File: src/rtl/lb_app_regbank.sv
// Application register bank on the local bus: ID, scratch and config registers,
// a free-running cycle counter and GPS PPS timestamping behind a fixed-latency read pipeline.
module lb_app_regbank #(
    parameter int          READ_PIPE = 2,    // legal range 1..4
    parameter logic [23:0] BASE_ADDR = 24'h010000,
    parameter logic [31:0] ID_WORD   = 32'h4d415242
) (
    input  logic        lb_clk,
    input  logic        lb_rstn,
    input  logic [23:0] lb_addr,
    input  logic        lb_strobe,
    input  logic        lb_rd,
    input  logic        lb_write,
    input  logic [31:0] lb_data_out,
    output logic [31:0] lb_data_in,
    input  logic        gps_pps,
    output logic [3:0]  ext_config
);
    localparam logic [3:0] OFF_ID        = 4'd0;
    localparam logic [3:0] OFF_SCRATCH   = 4'd1;
    localparam logic [3:0] OFF_EXTCFG    = 4'd2;
    localparam logic [3:0] OFF_CYCLES    = 4'd3;
    localparam logic [3:0] OFF_PPS_STAMP = 4'd4;
    localparam logic [3:0] OFF_PPS_COUNT = 4'd5;
    localparam logic [3:0] OFF_CTRL      = 4'd6;
    localparam logic [3:0] OFF_STATUS    = 4'd7;

    logic        hit;
    logic [3:0]  offset;
    logic        wr_en;
    logic        rd_en;
    logic        clr_count;
    logic        clr_seen;
    logic        pps_pulse;
    logic [31:0] rd_mux;

    logic [31:0] scratch_reg;
    logic [3:0]  ext_cfg_reg;
    logic [31:0] cycles_reg;
    logic [31:0] pps_stamp_reg;
    logic [31:0] pps_count_reg;
    logic        pps_seen_reg;
    logic        pps_sync1_reg;
    logic        pps_sync2_reg;
    logic        pps_sync3_reg;

    assign hit       = (lb_addr[23:4] == BASE_ADDR[23:4]);
    assign offset    = lb_addr[3:0];
    assign wr_en     = lb_strobe & lb_write & hit;
    assign rd_en     = lb_strobe & lb_rd & ~lb_write & hit;
    assign clr_count = wr_en && (offset == OFF_CTRL) && lb_data_out[0];
    assign clr_seen  = wr_en && (offset == OFF_CTRL) && lb_data_out[1];
    assign pps_pulse = pps_sync2_reg & ~pps_sync3_reg;
    assign ext_config = ext_cfg_reg;

    always_ff @(posedge lb_clk) begin
        if (!lb_rstn) begin
            scratch_reg <= '0;
            ext_cfg_reg <= '0;
            cycles_reg  <= '0;
        end else begin
            cycles_reg <= cycles_reg + 32'd1;
            if (wr_en && offset == OFF_SCRATCH)
                scratch_reg <= lb_data_out;
            if (wr_en && offset == OFF_EXTCFG)
                ext_cfg_reg <= lb_data_out[3:0];
        end
    end

    // sync1/sync2 resynchronise the async PPS input; sync3 is the edge-detect history.
    always_ff @(posedge lb_clk) begin
        if (!lb_rstn) begin
            pps_sync1_reg <= 1'b0;
            pps_sync2_reg <= 1'b0;
            pps_sync3_reg <= 1'b0;
            pps_stamp_reg <= '0;
            pps_count_reg <= '0;
            pps_seen_reg  <= 1'b0;
        end else begin
            pps_sync1_reg <= gps_pps;
            pps_sync2_reg <= pps_sync1_reg;
            pps_sync3_reg <= pps_sync2_reg;
            if (pps_pulse)
                pps_stamp_reg <= cycles_reg;
            // A clear in the same cycle as an edge takes priority over it.
            if (clr_count)
                pps_count_reg <= '0;
            else if (pps_pulse)
                pps_count_reg <= pps_count_reg + 32'd1;
            if (clr_seen)
                pps_seen_reg <= 1'b0;
            else if (pps_pulse)
                pps_seen_reg <= 1'b1;
        end
    end

    always_comb begin
        rd_mux = '0;
        case (offset)
            OFF_ID:        rd_mux = ID_WORD;
            OFF_SCRATCH:   rd_mux = scratch_reg;
            OFF_EXTCFG:    rd_mux = {28'd0, ext_cfg_reg};
            OFF_CYCLES:    rd_mux = cycles_reg;
            OFF_PPS_STAMP: rd_mux = pps_stamp_reg;
            OFF_PPS_COUNT: rd_mux = pps_count_reg;
            OFF_CTRL:      rd_mux = '0;
            OFF_STATUS:    rd_mux = {31'd0, pps_seen_reg};
            default:       rd_mux = '0;
        endcase
    end

    // Stage 0 captures the mux only on a read hit so idle slots flow through as zero.
    genvar gi;
    generate
        for (gi = 0; gi < READ_PIPE; gi++) begin : g_stage
            logic [31:0] stage_reg;
            logic [31:0] stage_next;
            if (gi == 0) begin : g_first
                assign stage_next = rd_en ? rd_mux : 32'd0;
            end else begin : g_rest
                assign stage_next = g_stage[gi-1].stage_reg;
            end
            always_ff @(posedge lb_clk) begin
                if (!lb_rstn)
                    stage_reg <= '0;
                else
                    stage_reg <= stage_next;
            end
        end
    endgenerate

    assign lb_data_in = g_stage[READ_PIPE-1].stage_reg;

endmodule

File: config.mk
export PLATFORM = sky130hd
export DESIGN_NAME = lb_app_regbank
export DESIGN_NICKNAME = d
export VERILOG_FILES = /design/src/rtl/lb_app_regbank.sv
export SDC_FILE = /design/constraint.sdc
export NUM_CORES = 1
export LEC_CHECK = 0
export ABC_CLOCK_PERIOD_IN_PS = 2600
export CAP_MARGIN = 5
export CORE_MARGIN = 3
export CORE_UTILIZATION = 30
export CTS_CLUSTER_DIAMETER = 30
export DETAILED_ROUTE_END_ITERATION = 8
export GPL_TIMING_DRIVEN = 0
export PLACE_DENSITY = 0.46
export SLEW_MARGIN = 10
export SYNTH_ARGS = -nofsm -noshare
export SYNTH_HDL_FRONTEND = slang
export SYNTH_SLANG_ARGS = --single-unit
File: constraint.sdc
create_clock -name lb_clk -period 2.6 [get_ports lb_clk]
set_input_delay 0.65 -clock lb_clk [delete_from_list [all_inputs] [get_ports lb_clk]]
set_output_delay 0.65 -clock lb_clk [all_outputs]
set_load 0.05 [all_outputs]
Yosys cells after proc, flatten, opt, wreduce, memory -nomap -nowiden
Cells that the tools add are included.
W data, S select, Z words.
{"block": "word_totals", "regBits": 200, "input_bits": 62}
{"block": "classes", "bitwise_logic": 9, "eq_ne": 8, "n_reduce_logical": 9, "addsub": 2, "mux": 1}
{"cell": "$pmux W32 S7", "n": 1}
{"cell": "$add A32 B1 Y32 const B", "n": 2}
{"cell": "$eq A20 B13 Y1 const B", "n": 1}
{"cell": "$eq A4 B3 Y1 const B", "n": 4}
{"cell": "$eq A4 B2 Y1 const B", "n": 2}
{"cell": "$and A1 B1 Y1", "n": 6}
{"cell": "$logic_and A1 B1 Y1", "n": 5}
{"cell": "$eq A4 B1 Y1 const B", "n": 1}
{"cell": "$logic_not A4 Y1", "n": 1}
{"cell": "$reduce_or A2 Y1", "n": 2}
{"cell": "$not A1 Y1", "n": 3}
{"cell": "$reduce_and A2 Y1", "n": 1}

Depth between registers and ports, before layout
{"block": "depth", "ltp_word": 5, "mapped_depth": 7}

Worst setup path before layout
Ideal clock, no wire load.
{"block": "synth_path", "kind": "input to register", "startpoint": "input lb_addr[9]", "endpoint": "register pps_count_reg[26]", "setup_time_ns": 0.130, "path_stages": 6, "arrival_time_ns": 2.396, "setup_slack_ns": 0.074, "n_path_buf": 2, "cell_sequence": "or4_4 or4_4 buf_6 o31ai_4 buf_6 a21oi_1"}
{"block": "synth_via", "elab_chain_cells": 5}
{"item": "from (decl)", "line_no": "10", "source": "input logic [23:0] lb_addr,"}
{"item": "$eq A20 B13 Y1", "line_no": "47", "source": "assign hit = (lb_addr[23:4] == BASE_ADDR[23:4]);"}
{"item": "$and A1 B1 Y1", "line_no": "49", "source": "assign wr_en = lb_strobe & lb_write & hit;"}
{"item": "$logic_and A1 B1 Y1 (2 in a row)", "line_no": "51", "source": "assign clr_count = wr_en && (offset == OFF_CTRL) && lb_data_out[0];"}
{"item": "$reduce_or A2 Y1 (no line)"}
{"item": "to (signal assigned)", "line_no": "89", "source": "pps_count_reg <= pps_count_reg + 32'd1;"}
{"item": "to (decl)", "line_no": "41", "source": "logic [31:0] pps_count_reg;"}
Every way passes these cells.
A chain may end at the register's enable or synchronous reset.

Final worst setup path
{"block": "layout_path", "startpoint": "input lb_addr[0]", "endpoint": "register g_stage[0].stage_reg[24]"}
{"block": "layout_via", "elab_chain_cells": 2, "word_cells_on_any_way": 8, "cone_classes": "6 x eq/ne; 1 x mux; 1 x reduce/logical"}
{"item": "$eq A4 B3 Y1 (tied with other cells)", "line_no": "99", "source": "case (offset)"}
{"item": "$pmux W32 S7 *", "line_no": "99"}
{"item": "to (signal assigned)", "line_no": "127", "source": "stage_reg <= stage_next;"}
{"item": "to (decl)", "line_no": "116", "source": "logic [31:0] stage_reg;"}
Mark *: on every way between the ends. The rest lies on a longest branch, timed or not.

==> flow_summary.json <==
{
  "die_h_um": 170,
  "p_sw_share_pct": 25.0,
  "p_clk_share_pct": 44.3,
  "min-delay-path-class": "reg2reg",
  "switchingPower_mw": 1.50,
  "num-fill-cells": 2680,
  "ys_ff_latch": 200,
  "synth.most_common_cell": "dfxtp_1",
  "clkLatencyLatePin_ns": 0.45,
  "dp_hpwl_um": 20200,
  "yosys.area.top_type_share_pct": 49.9,
  "seq_area_um2": 4010,
  "max-vdd-ir-drop_uv": 429,
  "gp_congestion": 0.836,
  "coreArea_um2": 26200,
  "viasPerCell": 5.30,
  "synthTopCellsByCount": "200 x dfxtp_1, 127 x a21oi_1, 103 x nand2_1",
  "pwr-share-seq_pct": 51.4,
  "power-per-cell-area_nw_per_um2": 590,
  "cts_sinks": 200,
  "cap_violations": 0,
  "p_total_mw": 5.99,
  "cts_made_buffers": 17,
  "cts_tree": "built",
  "slew_violations": 0,
  "drt_iter0_drc": 580,
  "cp.arrival_ns": 2.91,
  "hold_buffers": 0,
  "finish.utilization_pct": 38.8,
  "skew_ns": 0.0166,
  "start_util_pct": 30.6,
  "synth_area_um2": 8020,
  "setup_viol": 0,
  "numPortBuffers": 94,
  "grt_max_degree": 21,
  "wl_um": 27600,
  "cts.path.max_buffers": 2,
  "worstPathRequired_ns": 2.94,
  "dominantRegCellSynth": "dfxtp_1",
  "p_int_mw": 4.50,
  "routed-via-count": 7318,
  "grt_pass1_wl_um": 41800,
  "synth_cell_types": 48,
  "synth.largest_area_cell": "dfxtp_1",
  "hold_viol": 0,
  "overflow": 0,
  "grt_usage_pct": 19.1,
  "first_pass_iters": 6,
  "antenna_cells": 0,
  "worst_slew_pin_slew_ns": 0.978,
  "multi_input_area_um2": 3740,
  "fmax_ghz": 0.389,
  "finalSetupTns_ns": 0,
  "critPathKind": "in2reg",
  "syn-mean-instance-area_um2": 8.78,
  "syn-num-nets": 978,
  "slew_headroom_pct": 34.8,
  "area_growth_pct": 26.7,
  "p_leak_nw": 3.08,
  "endpoint_kind": "register",
  "synth_edf_count": 0,
  "power_frac_comb_pct": 4.3,
  "hold-worst-slack_ns": 0.434,
  "nets": 1097,
  "synthCells": 914,
  "die-area_um2": 28700,
  "io_pins": 98,
  "rsz0062_at_grt": "no",
  "drive_gt1_share_pct": 9.18,
  "ant_nets": 0,
  "fp.dieW_um": 170,
  "synth-seq-area-share_pct": 49.9,
  "clk_pin_slew_ns": 0.08,
  "row_count": 59,
  "path_max_fanout": 10,
  "start_kind": "primary input",
  "grt_pass1_vias": 6709,
  "antenna_found_initial": 0,
  "yosysWarnings": 0,
  "period_share_pct": 98.8,
  "status": "finished clean",
  "htree_levels": 4,
  "period_minus_slack_ns": 2.57,
  "synthTopCellsByArea": "dfxtp_1 50%, a21oi_1 7.9%, nand2_1 4.8%, a22oi_1 3.8%, nand3_1 3.2%",
  "root_buffer": "clkbuf_16",
  "wire_per_inst_um": 20.0,
  "synth-async-reset-ratio_pct": 0,
  "drc": 0
}
placed cells by master (no fill, tap or decap), drive strengths merged, types with 17 or more instances in the layout:
cell type	Yosys	layout
nor2	26	26
nand2	103	103
dfxtp	200	200
a21oi	127	127
clkbuf	62	77
or4	31	31
o21ai	49	49
inv	10	17
o31ai	24	24
nand3	53	53
nand4	20	20
buf	15	24
and2	38	38
a22oi	41	41
clkdlybuf4s50	0	94
cell families after synthesis:
logic type,Yosys count,share of synthesized area (%)
xor+xnor,20,2.18
simple gates,331,22.4
mux,4,0.499
compound gates,269,20.0
fa+ha+maj,2,0.312
flops,200,49.9
buf+inv,88,4.63
stage by stage:
| step | cells | cell area (µm²) | setup WS (ns) |
|---|---|---|---|
| final | 1381 | 10200 | 0.0322 |
| after global routing | 1381 | 10200 | 0.00629 |
| after CTS | 1375 | 10100 | 0.0230 |
| after detailed placement | 1343 | 9380 | -0.835 |
| after global placement | 1343 | 9380 | -0.917 |
| after floorplan | 914 | 8020 | 0.0741 |
final timing paths:
| kind | from | to | slack, ns | depth (start not counted) |
|---|---|---|---|---|
| setup / recovery | lb_addr[0] | g_stage[0].stage_reg[24] | 0.03 | 5 |
| hold / removal | g_stage[0].stage_reg[31] | lb_data_in[31] | 0.43 | 1 |
| setup reg to reg | pps_count_reg[6] | pps_count_reg[23] | 0.14 | 6 |
| hold reg to reg | g_stage[0].stage_reg[31] | lb_data_in[31] | 0.43 | 1 |
timing repair:
action                                 CTS  global route
gates resized for setup                 27            16
endpoints found under the hold margin    0             0
buffers inserted                         3             6
pin swaps                                2             5
setup endpoints to repair               96            44
power by group through the flow:
| stage | Sequential (mW) | Combinational, mW | Clock, mW |
|---|---|---|---|
| 2_1_floorplan | 3.15 | 0.0940 | 0 |
| 3_3_place_gp | 3.15 | 0.249 | 0 |
| 3_5_place_dp | 3.15 | 0.249 | 0 |
| 4_1_cts | 3.08 | 0.261 | 2.71 |
| 5_1_grt | 3.08 | 0.277 | 2.84 |
| 6_report | 3.08 | 0.260 | 2.65 |
final cells by class:
type	instances	share of cell area [%]
Sequential cell	200	39.4
Tap cell	335	4.13
Clock buffer	18	4.32
Buffer	74	3.31
Inverter	11	0.406
Clock inverter	14	1.51
Timing Repair Buffer	103	10.0
Multi-Input combinational cell	626	36.8
worst max-delay path, cell delays in order:
cell             delay, ns
clkdlybuf4s50_1       0.62
nor4b_4               0.42
clkbuf_1              0.58
a222oi_1              0.30
a31oi_1               0.33
metal layers:
layer | vias up | global-route usage (%) | share of wire (%)
li1 | 3564 | - | -
met1 | 3517 | 28.4 | 48
met2 | 209 | 28.7 | 44
met3 | 28 | 3.26 | 5.8
met4 | 0 | 4.87 | 1.7
met5 | - | 0 | 0
(Power assumes the default switching activity.)
